===== config.mk =====
export PLATFORM = sky130hd
export DESIGN_NAME = mult_norm_pipe
export DESIGN_NICKNAME = d
export VERILOG_FILES = /design/src/rtl/mult_norm_pipe.sv
export SDC_FILE = /design/constraint.sdc
export NUM_CORES = 1
export LEC_CHECK = 0
export CAP_MARGIN = 40
export CORE_AREA = 5 5 117 142
export CTS_BUF_LIST = sky130_fd_sc_hd__clkbuf_4 sky130_fd_sc_hd__clkbuf_8
export CTS_CLUSTER_SIZE = 10
export DETAILED_ROUTE_END_ITERATION = 10
export DIE_AREA = 0 0 122 147
export PLACE_DENSITY = 0.93
export SETUP_SLACK_MARGIN = 0.15
export SLEW_MARGIN = 20
export SYNTH_ARGS = -nofsm -noshare
export SYNTH_HDL_FRONTEND = slang
export SYNTH_SLANG_ARGS = --single-unit

===== constraint.sdc =====
create_clock -name clk -period 15.6 [get_ports clk]
set_clock_uncertainty 0.15 [all_clocks]
set_input_delay 4.68 -clock clk [delete_from_list [all_inputs] [get_ports clk]]
set_output_delay 4.68 -clock clk [all_outputs]
set_load 0.01 [all_outputs]

===== src/rtl/mult_norm_pipe.sv =====
// Two-stage normaliser for floating-point multiplier products: stage 1 finds the leading one,
// stage 2 shifts the mantissa, adjusts the exponent and flags zero/underflow/overflow.
module mult_norm_pipe #(
  parameter int unsigned EXP_W = 8,
  parameter int unsigned MAN_W = 48
) (
  input  logic             clk,
  input  logic             reset,
  input  logic             in_valid,
  output logic             in_ready,
  input  logic [EXP_W-1:0] in_e,
  input  logic [MAN_W-1:0] in_m,
  output logic             out_valid,
  input  logic             out_ready,
  output logic [EXP_W-1:0] out_e,
  output logic [MAN_W-1:0] out_m,
  output logic             out_sticky,
  output logic             out_zero,
  output logic             out_uf,
  output logic             out_of
);

  localparam int unsigned LzW = $clog2(MAN_W);
  localparam int unsigned XW  = EXP_W + 2;
  localparam logic signed [XW-1:0] ExpMax = XW'((2 ** EXP_W) - 1);

  logic             s1_valid;
  logic [EXP_W-1:0] s1_e;
  logic [MAN_W-1:0] s1_m;
  logic             s1_hi;
  logic             s1_zero;
  logic [LzW-1:0]   s1_lz;

  logic s1_adv;
  logic s2_adv;

  logic [LzW-1:0] lz;

  logic signed [XW-1:0] x;
  logic [MAN_W-1:0]     m_n;
  logic                 st_n;
  logic [EXP_W-1:0]     e_d;
  logic [MAN_W-1:0]     m_d;
  logic                 sticky_d;
  logic                 zero_d;
  logic                 uf_d;
  logic                 of_d;

  assign s2_adv   = ~out_valid | out_ready;
  assign s1_adv   = ~s1_valid | s2_adv;
  assign in_ready = s1_adv;

  // Highest set bit below the hidden-overflow bit wins; all-zero gives MAN_W-1.
  always_comb begin
    lz = LzW'(MAN_W - 1);
    for (int i = 0; i < int'(MAN_W) - 1; i++) begin
      if (in_m[i]) lz = LzW'(int'(MAN_W) - 2 - i);
    end
  end

  always_ff @(posedge clk or posedge reset) begin
    if (reset) begin
      s1_valid <= 1'b0;
      s1_e     <= '0;
      s1_m     <= '0;
      s1_hi    <= 1'b0;
      s1_zero  <= 1'b0;
      s1_lz    <= '0;
    end else if (s1_adv) begin
      s1_valid <= in_valid;
      if (in_valid) begin
        s1_e    <= in_e;
        s1_m    <= in_m;
        s1_hi   <= in_m[MAN_W-1];
        s1_zero <= (in_m == '0);
        s1_lz   <= lz;
      end
    end
  end

  always_comb begin
    x        = '0;
    m_n      = '0;
    st_n     = 1'b0;
    e_d      = '0;
    m_d      = '0;
    sticky_d = 1'b0;
    zero_d   = 1'b0;
    uf_d     = 1'b0;
    of_d     = 1'b0;
    if (s1_hi) begin
      m_n  = s1_m >> 1;
      st_n = s1_m[0];
      x    = $signed(XW'(s1_e) + XW'(1));
    end else begin
      m_n = s1_m << s1_lz;
      x   = $signed(XW'(s1_e) - XW'(s1_lz));
    end
    if (s1_zero) begin
      zero_d = 1'b1;
    end else if (x[XW-1] || (x == '0)) begin
      uf_d = 1'b1;
    end else if (x >= ExpMax) begin
      of_d = 1'b1;
      e_d  = '1;
    end else begin
      e_d      = x[EXP_W-1:0];
      m_d      = m_n;
      sticky_d = st_n;
    end
  end

  always_ff @(posedge clk or posedge reset) begin
    if (reset) begin
      out_valid  <= 1'b0;
      out_e      <= '0;
      out_m      <= '0;
      out_sticky <= 1'b0;
      out_zero   <= 1'b0;
      out_uf     <= 1'b0;
      out_of     <= 1'b0;
    end else if (s2_adv) begin
      out_valid <= s1_valid;
      if (s1_valid) begin
        out_e      <= e_d;
        out_m      <= m_d;
        out_sticky <= sticky_d;
        out_zero   <= zero_d;
        out_uf     <= uf_d;
        out_of     <= of_d;
      end
    end
  end

endmodule


==> flow_summary.yaml <==
outcome:
  run_status: "finished clean"
worst_setup_path:
  critical_path.reg2reg.startpoint: "s1_lz[3]"
  required_time_of_the_critical_path_ns: 10.77
  critical_path.reg2reg.endpoint: "out_m[38]"
  reg2reg_setup_slack_ns: 11.39
  start_kind: "input pin"
  timing.setup.critical_path_class: "in2out"
  r2r_cells: 12
  critPathCaptureType: "output port"
  worstPathMaxFanout: 3
  cp.arrival_ns: 5.87
final_layout:
  syn2layout_area_growth_pct: 19.0
  final_layout_size_suffix_gt1_frac: 0.215
  postLayoutCoreUtil: 0.717
  fill_cells: 1129
  antenna-diode-count: 0
  design.final.nets: 1073
logic_synthesis:
  async_flop_share: 1.00
  synthDistinctLibCells: 66
  synth-compound-area-share: 0.205
  synthesis.nets: 988
  post_synth_xor_area_fraction: 0.00669
  post-synth-top-area-cell: "sky130_fd_sc_hd__dfrtp_1"
  synth-adder-area-share: 0.0117
  yosysMostFrequentCell: "sky130_fd_sc_hd__nand2_1"
  synth_commonest_cells: "156 x sky130_fd_sc_hd__nand2_1, 125 x sky130_fd_sc_hd__dfrtp_1, 66 x sky130_fd_sc_hd__mux2_2"
  synth_top_cell_area_share: 0.341
  synthSimpleGateAreaFrac: 0.139
  number_of_flops_mapped_to_enable_cells_by_yosys: 0
  yosys-mux-area-fraction: 0.247
  count_of_synthesis_stage_warnings_from_yosys: 0
  syn_inst: 920
  yosys_most_used_dff: "sky130_fd_sc_hd__dfrtp_1"
  sequential_fraction_of_the_synthesis_area: 0.341
  synth.avg_cell_area_um2: 9.96
  syn_area_mm2: 0.00916
  synthTopCellsByArea: "sky130_fd_sc_hd__dfrtp_1 34%, sky130_fd_sc_hd__mux4_2 13%, sky130_fd_sc_hd__mux2_2 8.1%"
  main_combinational_cell_family_by_area_after_synthesis: "multiplexers"
  synth-seq-cells: 125
clock_network:
  clock_sink_count: 125
  cts_root_buffer: "sky130_fd_sc_hd__clkbuf_8"
  cts_setup_buffers: 0
  ctsHtreeMaxLevel: 4
  cts_hold_fix_bufs: 0
  clock_latency_reported_for_the_late_side_of_the_worst_skew_pair_ns: 0.46
  cts-buffers-inserted: 17
  tritoncts: "done"
  number_of_gates_resized_after_cts: 0
  worst_setup_hold_path_clk_slew_ns: 0.06
  max-clock-path-buffers: 2
floorplanning:
  die-width_um: 122
  die_height_um: 147
  fp.dieArea_mm2: 0.0179
  fp.coreArea_mm2: 0.0152
  fp-row-count: 50
  initial_core_utilization: 0.603
  boundary_pins: 122
sta:
  fin_hold_ws_ns: 0.327
  worst_slack_ns: 4.90
  setup-violations-final: 0
  final_hold_viol_count: 0
  timing_worst_slew_pin_value_ns: 0.938
  slew_headroom: 0.369
  max_freq_mhz: 93.4
  maxSlewViolCount: 0
  ratio_of_final_minimum_period_to_clock_period: 0.686
  setup-tns-final_ns: 0
  grt_setup_unrepaired: "false"
  final.min_clock_period_ns: 10.70
global_route:
  final_global_route_overflow_total: 0
  first_global_vias: 7918
  grt_start_max_net_pins: 78
  global_route_wire_length_before_repair_um: 44500
  antenna_found_initial: 0
  grt_usage: 0.321
drt:
  dr_total_vias: 8215
  detail_route.iter0.violations: 1062
  detail_route.first_pass.iterations: 8
  totalWireLength_um: 28200
  route.detailed.vias_per_inst: 6.70
  final_antenna_net_count: 0
  drt-wirelength-per-cell_um: 23.0
  drc: 0
pwr:
  power.ir.vdd_worst_v: 0.0000755
  static_leakage_power_uw: 0.00446
  power_density_normalized_to_cell_area_mw_per_mm2: 124
placed_design:
  hpwl_um: 20700
  globalplace.congestion: 1.03
  buffer_ports.inserted: 121
  placement.setup.worst_slack_ns: 4.90
min_path:
  min_delay_src: "out_m[33]"
  min_delay_path_depth: 2
  min-delay-path-class: "reg2reg"
  hold_end: "out_m[33]"
job:
  number_of_max_capacitance_violations_reported: 0
[layout make-up]
cell class                      count  area [µm²]  share of cell area
Clock inverter                      7         110              0.0101
Multi-Input combinational cell    702        5600               0.514
Inverter                           21        81.3             0.00746
Timing Repair Buffer              138        1400               0.128
Sequential cell                   125        3130               0.287
Tap cell                          208         260              0.0239
Clock buffer                       25         319              0.0293
[registers in the layout, summed over array words and instances, names as in the netlist]
register / count
out_sticky: 1
out_zero: 1
out_of: 1
s1_valid: 1
s1_zero: 1
out_valid: 1
s1_e: 8
s1_m: 48
out_e: 8
s1_lz: 6
out_uf: 1
out_m: 48
[per-stage QoR]
step | instances | power, µW | instance area [µm²]
5_1_grt | 1226 | 1410 | 10900
4_1_cts | 1224 | 1340 | 10800
6_report | 1226 | 1350 | 10900
2_1_floorplan | 920 | 806 | 9160
3_5_place_dp | 1192 | 1030 | 10400
3_3_place_gp | 1191 | 1010 | 10400
[routing by layer]
metal / wire [µm] / vias up / part of all wire / GRT usage
met5: 0 / - / 0 / 0
met3: 2660 / 92 / 0.094 / 0.0539
met1: 10700 / 3952 / 0.38 / 0.435
li1: - / 3650 / - / -
met4: 1450 / 0 / 0.052 / 0.167
met2: 13400 / 521 / 0.48 / 0.498
[placed cells by master (no fill, tap or decap), types with 4 or more instances in the layout]
master                            synthesis  layout
sky130_fd_sc_hd__a2111oi_0                4       4
sky130_fd_sc_hd__clkbuf_4                 0       4
sky130_fd_sc_hd__nor2b_1                  5       5
sky130_fd_sc_hd__o31ai_1                 14      14
sky130_fd_sc_hd__a211oi_1                11      11
sky130_fd_sc_hd__and2_1                   4       4
sky130_fd_sc_hd__o21ai_0                 40      40
sky130_fd_sc_hd__nand3_1                  8       8
sky130_fd_sc_hd__o21a_1                   8       8
sky130_fd_sc_hd__o21ai_1                  4       4
sky130_fd_sc_hd__and3_1                   4       4
sky130_fd_sc_hd__xnor2_1                  5       5
sky130_fd_sc_hd__a21oi_1                 41      41
sky130_fd_sc_hd__a22o_1                   5       5
sky130_fd_sc_hd__mux2_2                  66      66
sky130_fd_sc_hd__ha_1                     7       7
sky130_fd_sc_hd__dfrtp_1                125     123
sky130_fd_sc_hd__nor3_1                  23      23
sky130_fd_sc_hd__clkbuf_8                 0      21
sky130_fd_sc_hd__nand2b_1                 5       5
sky130_fd_sc_hd__o31ai_2                 37      37
sky130_fd_sc_hd__inv_1                   21      20
sky130_fd_sc_hd__a221oi_1                 9       9
sky130_fd_sc_hd__nor2_1                  60      60
sky130_fd_sc_hd__buf_4                    4      14
sky130_fd_sc_hd__nor4_1                  11      11
sky130_fd_sc_hd__nand2_1                156     154
sky130_fd_sc_hd__clkinv_2                 0       4
sky130_fd_sc_hd__o41ai_2                  4       4
sky130_fd_sc_hd__a22oi_1                 29      29
sky130_fd_sc_hd__mux4_2                  52      52
sky130_fd_sc_hd__clkdlybuf4s50_1          0     121
sky130_fd_sc_hd__mux2i_1                 35      35
[cells by family (layout without fill, tap and decap cells)]
logic type | count (synthesis) | count (layout)
buffers and inverters | 93 | 191
adder cells (fa/ha/maj) | 8 | 8
AO/OA/AOI/OAI | 241 | 241
multiplexers | 153 | 153
XOR/XNOR | 7 | 7
flip-flops | 125 | 125
AND/OR/NAND/NOR | 293 | 293
[report_power, final]
part	switching, µW	internal, µW
registers	76.6	391
clock network	128	181
logic	286	284
total	491	856
[worst max-delay path by stage]
stage          startpoint  endpoint  cells after the start
2_1_floorplan   out_ready  in_ready                      1
3_3_place_gp    out_ready  in_ready                      3
3_5_place_dp    out_ready  in_ready                      3
4_1_cts         out_ready  in_ready                      3
5_1_grt         out_ready  in_ready                      3
6_report        out_ready  in_ready                      3
[critical path, stage by stage]
cell                              delay [ns]
sky130_fd_sc_hd__clkdlybuf4s50_1        0.47
sky130_fd_sc_hd__nand3b_1               0.17
sky130_fd_sc_hd__clkdlybuf4s50_1        0.56
Power figures use the tool's default switching activity.
